===== config.mk =====
export PLATFORM = sky130hd
export DESIGN_NAME = interleaved_sram_ctrl
export DESIGN_NICKNAME = d
export VERILOG_FILES = /design/src/rtl/interleaved_sram_ctrl.sv
export SDC_FILE = /design/constraint.sdc
export NUM_CORES = 1
export LEC_CHECK = 0
export BUFFER_PORTS_ARGS = -buffer_cell sky130_fd_sc_hd__clkbuf_2
export CAP_MARGIN = 20
export CORE_MARGIN = 3
export CORE_UTILIZATION = 50
export CTS_BUF_LIST = sky130_fd_sc_hd__clkbuf_8
export DETAILED_ROUTE_END_ITERATION = 10
export PLACE_DENSITY = 0.78
export SYNTH_ARGS = -nofsm -noshare
export SYNTH_HDL_FRONTEND = slang
export SYNTH_SLANG_ARGS = --single-unit

===== constraint.sdc =====
create_clock -name clk0 -period 3.6 [get_ports clk0]
set_input_delay 0.9 -clock clk0 [delete_from_list [all_inputs] [get_ports clk0]]
set_output_delay 0.9 -clock clk0 [all_outputs]
set_load 0.01 [all_outputs]

===== src/rtl/interleaved_sram_ctrl.sv =====
// interleaved_sram_ctrl: valid/ready front end for a bank array of 1RW SRAM
// macros with bank decode, fixed-latency read tracking and a response FIFO.
//
// Ports:
//   clk0, rst_n        clock, async active-low reset
//   req_*              request channel (valid/ready, we, wmask, addr, wdata)
//   rsp_*              read response channel (valid/ready, rdata = FIFO head)
//   bank_csb           per-macro chip select, active low
//   bank_web/wmask/    broadcast write enable (active low), byte mask,
//   bank_addr/din      row address and write data
//   bank_dout          concatenated macro outputs, bank b at [b*DW +: DW]
module interleaved_sram_ctrl #(
  parameter int DATA_WIDTH     = 32,
  parameter int BANK_ADDR_BITS = 9,
  parameter int NUM_BANKS      = 4,
  parameter int INTERLEAVE     = 1,
  parameter int READ_LATENCY   = 2,
  parameter int RSP_FIFO_DEPTH = 4
) (
  input  logic                  clk0,
  input  logic                  rst_n,
  input  logic                  req_valid,
  output logic                  req_ready,
  input  logic                  req_we,
  input  logic [DATA_WIDTH/8-1:0] req_wmask,
  input  logic [BANK_ADDR_BITS+$clog2(NUM_BANKS)-1:0] req_addr,
  input  logic [DATA_WIDTH-1:0] req_wdata,
  output logic                  rsp_valid,
  input  logic                  rsp_ready,
  output logic [DATA_WIDTH-1:0] rsp_rdata,
  output logic [NUM_BANKS-1:0]  bank_csb,
  output logic                  bank_web,
  output logic [DATA_WIDTH/8-1:0] bank_wmask,
  output logic [BANK_ADDR_BITS-1:0] bank_addr,
  output logic [DATA_WIDTH-1:0] bank_din,
  input  logic [NUM_BANKS*DATA_WIDTH-1:0] bank_dout
);

  localparam int BSEL = $clog2(NUM_BANKS);
  localparam int AW   = BANK_ADDR_BITS + BSEL;
  localparam int BW   = (BSEL > 0) ? BSEL : 1;
  localparam int CW   = $clog2(RSP_FIFO_DEPTH + 1) + 1;
  localparam int PW   = (RSP_FIFO_DEPTH > 1) ?
                        $clog2(RSP_FIFO_DEPTH) : 1;

  logic [BW-1:0]             bank;
  logic [BANK_ADDR_BITS-1:0] row;
  logic                      fire;
  logic                      rd_fire;

  // Bank/row split of the flat word address.
  generate
    if (NUM_BANKS == 1) begin : g_one
      assign bank = '0;
      assign row  = req_addr;
    end else if (INTERLEAVE != 0) begin : g_ilv
      assign bank = req_addr[BSEL-1:0];
      assign row  = req_addr[AW-1:BSEL];
    end else begin : g_cont
      assign bank = req_addr[AW-1 -: BSEL];
      assign row  = req_addr[BANK_ADDR_BITS-1:0];
    end
  endgenerate

  logic [CW-1:0] fifo_count;
  logic [CW-1:0] inflight;

  // Every read in flight already owns a FIFO slot, so a push can
  // never find the FIFO full.
  assign req_ready = rst_n &
    ((fifo_count + inflight) < CW'(RSP_FIFO_DEPTH));
  assign fire    = req_valid & req_ready;
  assign rd_fire = fire & ~req_we;

  always_comb begin
    bank_csb = '1;
    for (int b = 0; b < NUM_BANKS; b++) begin
      if (fire && bank == BW'(b)) begin
        bank_csb[b] = 1'b0;
      end
    end
  end

  // Held inactive in reset so no macro sees a stray write.
  assign bank_web   = ~(req_we & rst_n);
  assign bank_addr  = row;
  assign bank_din   = req_wdata;
  assign bank_wmask = req_wmask;

  logic [READ_LATENCY-1:0] pipe_v;
  logic [BW-1:0]           pipe_b [READ_LATENCY];
  logic                    push;
  logic [BW-1:0]           push_bank;
  logic [DATA_WIDTH-1:0]   push_data;
  logic                    pop;

  always_ff @(posedge clk0 or negedge rst_n) begin
    if (!rst_n) begin
      pipe_v <= '0;
      for (int i = 0; i < READ_LATENCY; i++) begin
        pipe_b[i] <= '0;
      end
    end else begin
      pipe_v[0] <= rd_fire;
      pipe_b[0] <= bank;
      for (int i = 1; i < READ_LATENCY; i++) begin
        pipe_v[i] <= pipe_v[i-1];
        pipe_b[i] <= pipe_b[i-1];
      end
    end
  end

  assign push      = pipe_v[READ_LATENCY-1];
  assign push_bank = pipe_b[READ_LATENCY-1];

  always_comb begin
    push_data = '0;
    for (int b = 0; b < NUM_BANKS; b++) begin
      if (push_bank == BW'(b)) begin
        push_data = bank_dout[b*DATA_WIDTH +: DATA_WIDTH];
      end
    end
  end

  always_ff @(posedge clk0 or negedge rst_n) begin
    if (!rst_n) begin
      inflight <= '0;
    end else begin
      unique case ({rd_fire, push})
        2'b10:   inflight <= inflight + CW'(1);
        2'b01:   inflight <= inflight - CW'(1);
        default: inflight <= inflight;
      endcase
    end
  end

  logic [DATA_WIDTH-1:0] fifo_mem [RSP_FIFO_DEPTH];
  logic [PW-1:0]         wr_ptr;
  logic [PW-1:0]         rd_ptr;

  function automatic logic [PW-1:0] ptr_inc(
    input logic [PW-1:0] p
  );
    if (p == PW'(RSP_FIFO_DEPTH - 1)) begin
      return '0;
    end
    return p + PW'(1);
  endfunction

  assign rsp_valid = (fifo_count != '0);
  assign rsp_rdata = fifo_mem[rd_ptr];
  assign pop       = rsp_valid & rsp_ready;

  always_ff @(posedge clk0 or negedge rst_n) begin
    if (!rst_n) begin
      wr_ptr <= '0;
      rd_ptr <= '0;
      for (int i = 0; i < RSP_FIFO_DEPTH; i++) begin
        fifo_mem[i] <= '0;
      end
    end else begin
      if (push) begin
        fifo_mem[wr_ptr] <= push_data;
        wr_ptr           <= ptr_inc(wr_ptr);
      end
      if (pop) begin
        rd_ptr <= ptr_inc(rd_ptr);
      end
    end
  end

  always_ff @(posedge clk0 or negedge rst_n) begin
    if (!rst_n) begin
      fifo_count <= '0;
    end else begin
      unique case ({push, pop})
        2'b10:   fifo_count <= fifo_count + CW'(1);
        2'b01:   fifo_count <= fifo_count - CW'(1);
        default: fifo_count <= fifo_count;
      endcase
    end
  end

endmodule


==> summary.txt, run 1 <==
Critical path
  – Slowest CP cell: or4b_2
  – Worst setup EP type: flop
  – Worst path most repeated cell: ha_1
  – Cell Chain, Critical Path: ha_1 > a31o_2 > nor3_2 > o21ai_0 > ha_1 > ha_1 > or4b_2 > o311ai_0 > o211ai_1
  – Crit path DAT: 3.54 ns
  – WP depth: 9
  – Crit Path Max Fanout: 9
  – Required time worst endpoint: 3.90 ns
  – Crit path max-delay family: adder cells
  – Slowest stage delay, CP: 0.68 ns
  – Critical Path Source Type: flop
  – Reg2reg path depth: 9
  – Crit path kind: reg2reg
  – CP Buf/Inv Count: 0

Logic synthesis
  – Syn_nets: 704
  – Cell count after synthesis: 509
  – Synth Area per Inst: 15.27 sq um
  – Synth cell types: 33
  – Post-synthesis sequential area ratio: 47.00%
  – Synth Register Bits: 146
  – Synth warnings: 0
  – Synthesized cell area: 0.007774 sq mm

Layout
  – Post-layout util: 59.77%
  – Share of layout cells above drive strength 1: 64.29%
  – N_diodes: 0
  – Fin nets: 826
  – P&R area growth vs syn: 14.29%
  – Non-filler cells, final: 828

Detailed routing
  – Drt wl/cell: 21.15 um
  – First-pass detailed-route iteration total: 4
  – Vias: 4774
  – Detailed Route Iter0 Violations: 197
  – Vias per cell: 5.766
  – Routed WL: 17510 um
  – Routed Antenna Nets: 0
  – Drc violations: 0

Power
  – Switch Pwr: 2.215 mW
  – Power share of the clock group: 20.2%
  – Leak pwr: 3.951 nW
  – Cell Int Power: 4.865 mW
  – Flop pwr share: 41.0%
  – Sw frac: 31.29%
  – Peak supply drop: 291.4 uV
  – PD cells: 796.9 mW/mm^2
  – Power consumption: 7.080 mW
  – Combinational fraction of design power: 38.8%

Place
  – GPL Wtd Cong: 0.7410
  – Hpwl dp: 12460 um
  – Dpl cells: 796
  – PortBufs: 173
  – Setup Slack @ Placement: 0.4127 ns

STA
  – Post-route minimum period: 3.239 ns
  – Max Clk Rate: 0.3088 GHz
  – Max-slew headroom: 35.47%
  – Setup Skew: 0.007813 ns
  – Final period util: 89.96%
  – Pins Over Slew Limit: 0
  – RSZ-0062 raised after global routing: no
  – Fin. Hold Viols: 0
  – Post-Route Setup TNS: 0 ns
  – Final setup fails: 0
  – Final Worst Setup Slack: 0.3614 ns
  – Worst slew pin tran: 0.9646 ns

Die
  – Die width: 130.7 um
  – Initial Utilization: 52.30%
  – I/O pins: 264
  – DIE AREA: 0.01708 sq mm
  – Row count: 44
  – Die height: 130.7 um
  – Total core area: 0.01486 sq mm

Global routing
  – GRT Residual Overflow: 0
  – Initial antenna violation count: 0
  – Global router's overall resource usage: 20.78%
  – Vias in the first global route: 5244
  – First-pass GRT wire length: 26560 um
  – Largest net degree at the start of global routing: 74

Clock tree
  – Clk root buf: clkbuf_8
  – Clock Path Buffers: 2
  – CTS tree: yes
  – H-tree levels: 4
  – Setup Fix Bufs, Post-CTS: 0
  – Clk Latency, worst-skew pair: 0.44 ns
  – Reg clk slew, reported paths: 0.07 ns
  – Total CTS buffers: 17
  – CTS Sinks: 146
  – Post-CTS Resized: 0
  – Post-CTS Hold Buffers: 0

Job
  – Max-Cap Viols: 0

Run status
  – Run status: completed

Worst hold path
  – Worst hold path class: in2async
-- power by group through the flow --
| stage | logic [mW] | clock network, mW | registers (mW) |
|---|---|---|---|
| floorplan | 2.18 | 0 | 2.67 |
| global placement | 2.68 | 0 | 2.85 |
| detailed placement | 2.79 | 0 | 2.93 |
| CTS | 2.80 | 1.47 | 2.90 |
| global route | 2.99 | 1.54 | 2.99 |
| finish | 2.75 | 1.43 | 2.90 |
-- registers in the layout (all words and copies together), names as in the netlist --
| register | flops |
|---|---|
| pipe_b | 2 |
| wr_ptr | 2 |
| rd_ptr | 2 |
| fifo_mem | 128 |
| pipe_v | 2 |
| inflight | 4 |
| fifo_count | 4 |
| push_bank | 2 |
-- metal layers --
layer	part of all wire [%]	global-route usage, %	up-vias
li1	-	-	2120
met2	54	38.67	133
met1	38	22.60	2464
met5	0	0	-
met4	3.1	9.800	0
met3	4.7	4.106	57
-- cell usage in the layout, fill, tap and decap left out, types with 3 or more instances in the layout --
cell type / count
dfrtp_2: 4
nand2_1: 9
o21ai_0: 11
mux2_2: 132
buf_4: 3
clkinv_2: 5
bufinv_16: 5
nand3_1: 4
ha_1: 13
clkbuf_8: 19
clkbuf_2: 172
xor2_1: 3
inv_1: 14
nor2_1: 3
nand2_2: 4
nor3b_1: 8
dfrtp_1: 142
mux4_2: 62
a21oi_1: 4
-- synth_stat cells --
cell / count / area share [%]
and3_1: 1 / 0.081
clkbuf_1: 5 / 0.24
xnor2_1: 2 / 0.23
nor3_1: 1 / 0.064
o311ai_0: 2 / 0.23
fa_1: 2 / 0.52
nor3b_1: 8 / 0.77
mux4_2: 62 / 18
buf_1: 10 / 0.48
mux2_2: 132 / 19
ha_1: 13 / 2.1
a21oi_1: 4 / 0.26
nor2_1: 3 / 0.14
nand3_1: 4 / 0.26
inv_1: 12 / 0.58
mux4_1: 2 / 0.68
buf_4: 45 / 4.3
a2111o_1: 2 / 0.29
o21a_1: 2 / 0.19
xor2_1: 3 / 0.34
buf_6: 1 / 0.14
buf_2: 11 / 0.71
xor3_1: 1 / 0.31
or3_1: 1 / 0.081
dfrtp_1: 146 / 47
a31o_2: 1 / 0.11
nand2_1: 13 / 0.63
o21ai_0: 11 / 0.71
nor3_2: 1 / 0.13
buf_12: 3 / 0.77
or4_1: 1 / 0.097
o211ai_1: 2 / 0.19
or4b_2: 2 / 0.26
-- stage by stage --
stage                     area (sq um)  hold WS, ns
after global routing              8885       0.2244
final                             8885       0.2483
after floorplan                   7774       0.3312
after detailed placement          8433       0.3372
after global placement            8433       0.3347
after CTS                         8885       0.2176
-- logic make-up after synthesis --
kind of cell	share of synthesized area, %
compound gates	1.980
xor+xnor	0.8692
fa+ha+maj	2.608
buf+inv	7.275
flops	47.00
mux	37.76
simple gates	2.511
-- path summary, 6_finish.rpt --
check | from | end | slack, ns
setup reg to reg | fifo_count[1] | inflight[3] | 0.36
hold / removal | rst_n | inflight[0] | 0.25
min in group clk0 | pipe_b[3] | push_bank[1] | 0.35
hold reg to reg | pipe_b[3] | push_bank[1] | 0.35
setup / recovery | fifo_count[1] | inflight[3] | 0.36
max in group asynchronous | rst_n | push_bank[1] | 1.33
-- area by class of cell --
class	count	area, sq um
fill	1144	5979
sequential	146	3659
multi-input combinational	276	3565
timing repair buffer	178	934.6
clock buffer	19	261.5
tap	184	230.2
clock inverter	13	190.2
inverter	12	45.04
(Power assumes the default switching activity.)
==> inputs of run 2 (changes only) <==
- GPL_TIMING_DRIVEN: unset -> 0
- PLACE_DENSITY: 0.78 -> 0.87
==> run 2 against run 1 <==
Against the previous run: sequential power decreased by 3%; total power decreased by 1.6%; first-iteration DRC count increased by 5.1%; clock-buffer cell count increased by 4; combinational power increased by 7%; global-route usage increased by 0.71 points; critical path depth increased by 1; clock skew increased by 0.0056 ns; setup slack improved by 0.011 ns; cell area increased by 7.2%; sequential share of layout area decreased by 2.8 points; critical endpoint unchanged; largest power group is now combinational logic; highest routed layer unchanged.
==> summary.txt, run 2 (synthesis results as in run 1) <==
Clock tree
  – Setup Fix Bufs, Post-CTS: 0 (unchanged)
  – CTS Sinks: 146 (unchanged)
  – Post-CTS Resized: 0 (unchanged)
  – Reg clk slew, reported paths: 0.08 ns (about the same)
  – Clk Latency, worst-skew pair: 0.45 ns (about the same)
  – Clock Path Buffers: 2 (unchanged)
  – H-tree levels: 4 (unchanged)
  – CTS tree: yes
  – Post-CTS Hold Buffers: 0 (unchanged)
  – Total CTS buffers: 17 (unchanged)
  – Clk root buf: clkbuf_8

Run status
  – Run status: completed

Job
  – Max-Cap Viols: 0 (unchanged)

Die
  – Die height: 130.7 um (unchanged)
  – Initial Utilization: 52.30% (unchanged)
  – Die width: 130.7 um (unchanged)
  – Row count: 44 (unchanged)
  – Total core area: 0.01486 sq mm (unchanged)
  – I/O pins: 264 (unchanged)
  – DIE AREA: 0.01708 sq mm (unchanged)

STA
  – Setup Skew: 0.01339 ns (+0.005572 ns)
  – Final setup fails: 0 (unchanged)
  – Post-route minimum period: 3.228 ns (-0.01081 ns)
  – Pins Over Slew Limit: 0 (unchanged)
  – Max-slew headroom: 52.65% (+17 points)
  – Max Clk Rate: 0.3098 GHz (+0.33%)
  – Worst slew pin tran: 0.7102 ns (-0.2544 ns)
  – Final period util: 89.66% (-0.30 points)
  – RSZ-0062 raised after global routing: no
  – Fin. Hold Viols: 0 (unchanged)

Critical path
  – Slowest CP cell: or4b_2
  – CP Buf/Inv Count: 1 (+1)
  – Worst path most repeated cell: ha_1
  – Required time worst endpoint: 3.93 ns (+0.03 ns)
  – Slowest stage delay, CP: 0.69 ns (about the same)
  – Crit Path Max Fanout: 9 (unchanged)
  – Reg2reg start: fifo_count[1]
  – Crit path kind: reg2reg
  – Crit path DAT: 3.55 ns (about the same)
  – Crit path max-delay family: adder cells
  – Cell Chain, Critical Path: ha_1 > a31o_2 > and3_1 > buf_1 > o21ai_0 > ha_1 > ha_1 > or4b_2 > o311ai_0 > o211ai_1
  – Worst setup EP type: flop
  – Crit path from: fifo_count[1]
  – Critical Path Source Type: flop

Layout
  – Largest registers: fifo_mem (128), fifo_count (4), inflight (4)
  – Non-filler cells, final: 944 (+14%)
  – N_diodes: 0 (unchanged)
  – Number of flip-flops in the largest register: 128 (unchanged)
  – P&R area growth vs syn: 22.55%
  – Post-layout util: 64.09% (+4.3 points)
  – Reg with most FFs: fifo_mem
  – Commonest non-fill, non-tap cells in the layout: clkbuf_2, dfrtp_1, mux2_2
  – Most common cell after layout, fill and taps aside: clkbuf_2
  – Fin nets: 942 (+14%)
  – Share of layout cells above drive strength 1: 66.84% (+2.6 points)

Global routing
  – Largest net degree at the start of global routing: 85 (+15%)
  – Initial antenna violation count: 0 (unchanged)
  – First-pass GRT wire length: 28030 um (+5.5%)
  – Global router's overall resource usage: 21.49% (+0.71 points)
  – GRT Residual Overflow: 0 (unchanged)
  – Vias in the first global route: 5809 (+11%)

Power
  – Combinational fraction of design power: 42.1% (+3.3 points)
  – Flop pwr share: 40.1% (-0.9 points)
  – Peak supply drop: 328.3 uV (+13%)
  – Leak pwr: 4.396 nW (+11%)
  – PD cells: 731.2 mW/mm^2 (-8.2%)
  – Cell Int Power: 4.719 mW (-3.0%)
  – Switch Pwr: 2.247 mW (+1.4%)
  – Sw frac: 32.26% (+0.97 points)
  – Power share of the clock group: 17.8% (-2.4 points)

Detailed routing
  – Routed WL: 18020 um (+2.9%)
  – Drc violations: 0 (unchanged)
  – Routed Antenna Nets: 0 (unchanged)
  – Detailed Route Iter0 Violations: 207 (+5.1%)
  – Vias: 5252 (+10%)
  – Vias per cell: 5.564 (-3.5%)
  – First-pass detailed-route iteration total: 4 (unchanged)
  – Drt wl/cell: 19.09 um (-9.7%)

Place
  – Hpwl dp: 13920 um (+12%)
  – GPL Wtd Cong: 0.8095 (+9.2%)
  – Dpl cells: 912 (+15%)
  – PortBufs: 218 (+26%)

Worst hold path
  – Hold Path Origin: pipe_v[0]
  – Worst hold path class: reg2reg
[run 2: layout make-up]
| cell class | instances | area, sq um |
|---|---|---|
| buffer | 75 | 520.5 |
| clock buffer | 23 | 316.6 |
| clock inverter | 9 | 78.83 |
| fill | 1098 | 5338 |
| inverter | 12 | 45.04 |
| multi-input combinational | 276 | 3555 |
| sequential | 146 | 3654 |
| tap | 184 | 230.2 |
| timing repair buffer | 219 | 1127 |
[run 2: through the flow]
step / total power, mW / setup TNS, ns / area, sq um / hold slack, ns / setup slack, ns
finish: 6.965 / 0 / 9527 / 0.3590 / 0.3722
global route: 7.412 / 0 / 9527 / 0.3738 / 0.1313
CTS: 7.053 / 0 / 9527 / 0.3587 / 0.3846
detailed placement: 5.813 / -0.04514 / 9131 / 0.3355 / -0.04514
global placement: 5.583 / -93.32 / 9095 / 0.3342 / -2.342
floorplan: 4.848 / 0 / 7774 / 0.3312 / 0.6251
[run 2: final timing paths]
| path | slack [ns] | cells past startpoint | to |
|---|---|---|---|
| min in group asynchronous | 0.44 | 1 | fifo_mem[100] |
| worst min-delay path | 0.36 | 0 | pipe_v[1] |
| worst max-delay path | 0.37 | 10 | inflight[3] |
| max in group asynchronous | 2.38 | 2 | fifo_mem[17] |
| worst max register to register | 0.37 | 10 | inflight[3] |
| worst min register to register | 0.36 | 0 | pipe_v[1] |
[run 2: power groups by stage]
stage / sequential, mW / clock [mW] / combinational, mW
floorplan: 2.67 / 0 / 2.18
global placement: 2.73 / 0 / 2.85
detailed placement: 2.83 / 0 / 2.98
CTS: 2.80 / 1.27 / 2.99
global route: 2.88 / 1.33 / 3.20
finish: 2.80 / 1.24 / 2.93
[run 2: metal layers]
metal / global-route usage (%) / vias up / share of wire [%]
li1: - / 2351 / -
met1: 23.25 / 2681 / 38
met2: 41.49 / 192 / 55
met3: 4.268 / 28 / 5.5
met4: 7.320 / 0 / 1.8
met5: 0 / - / 0
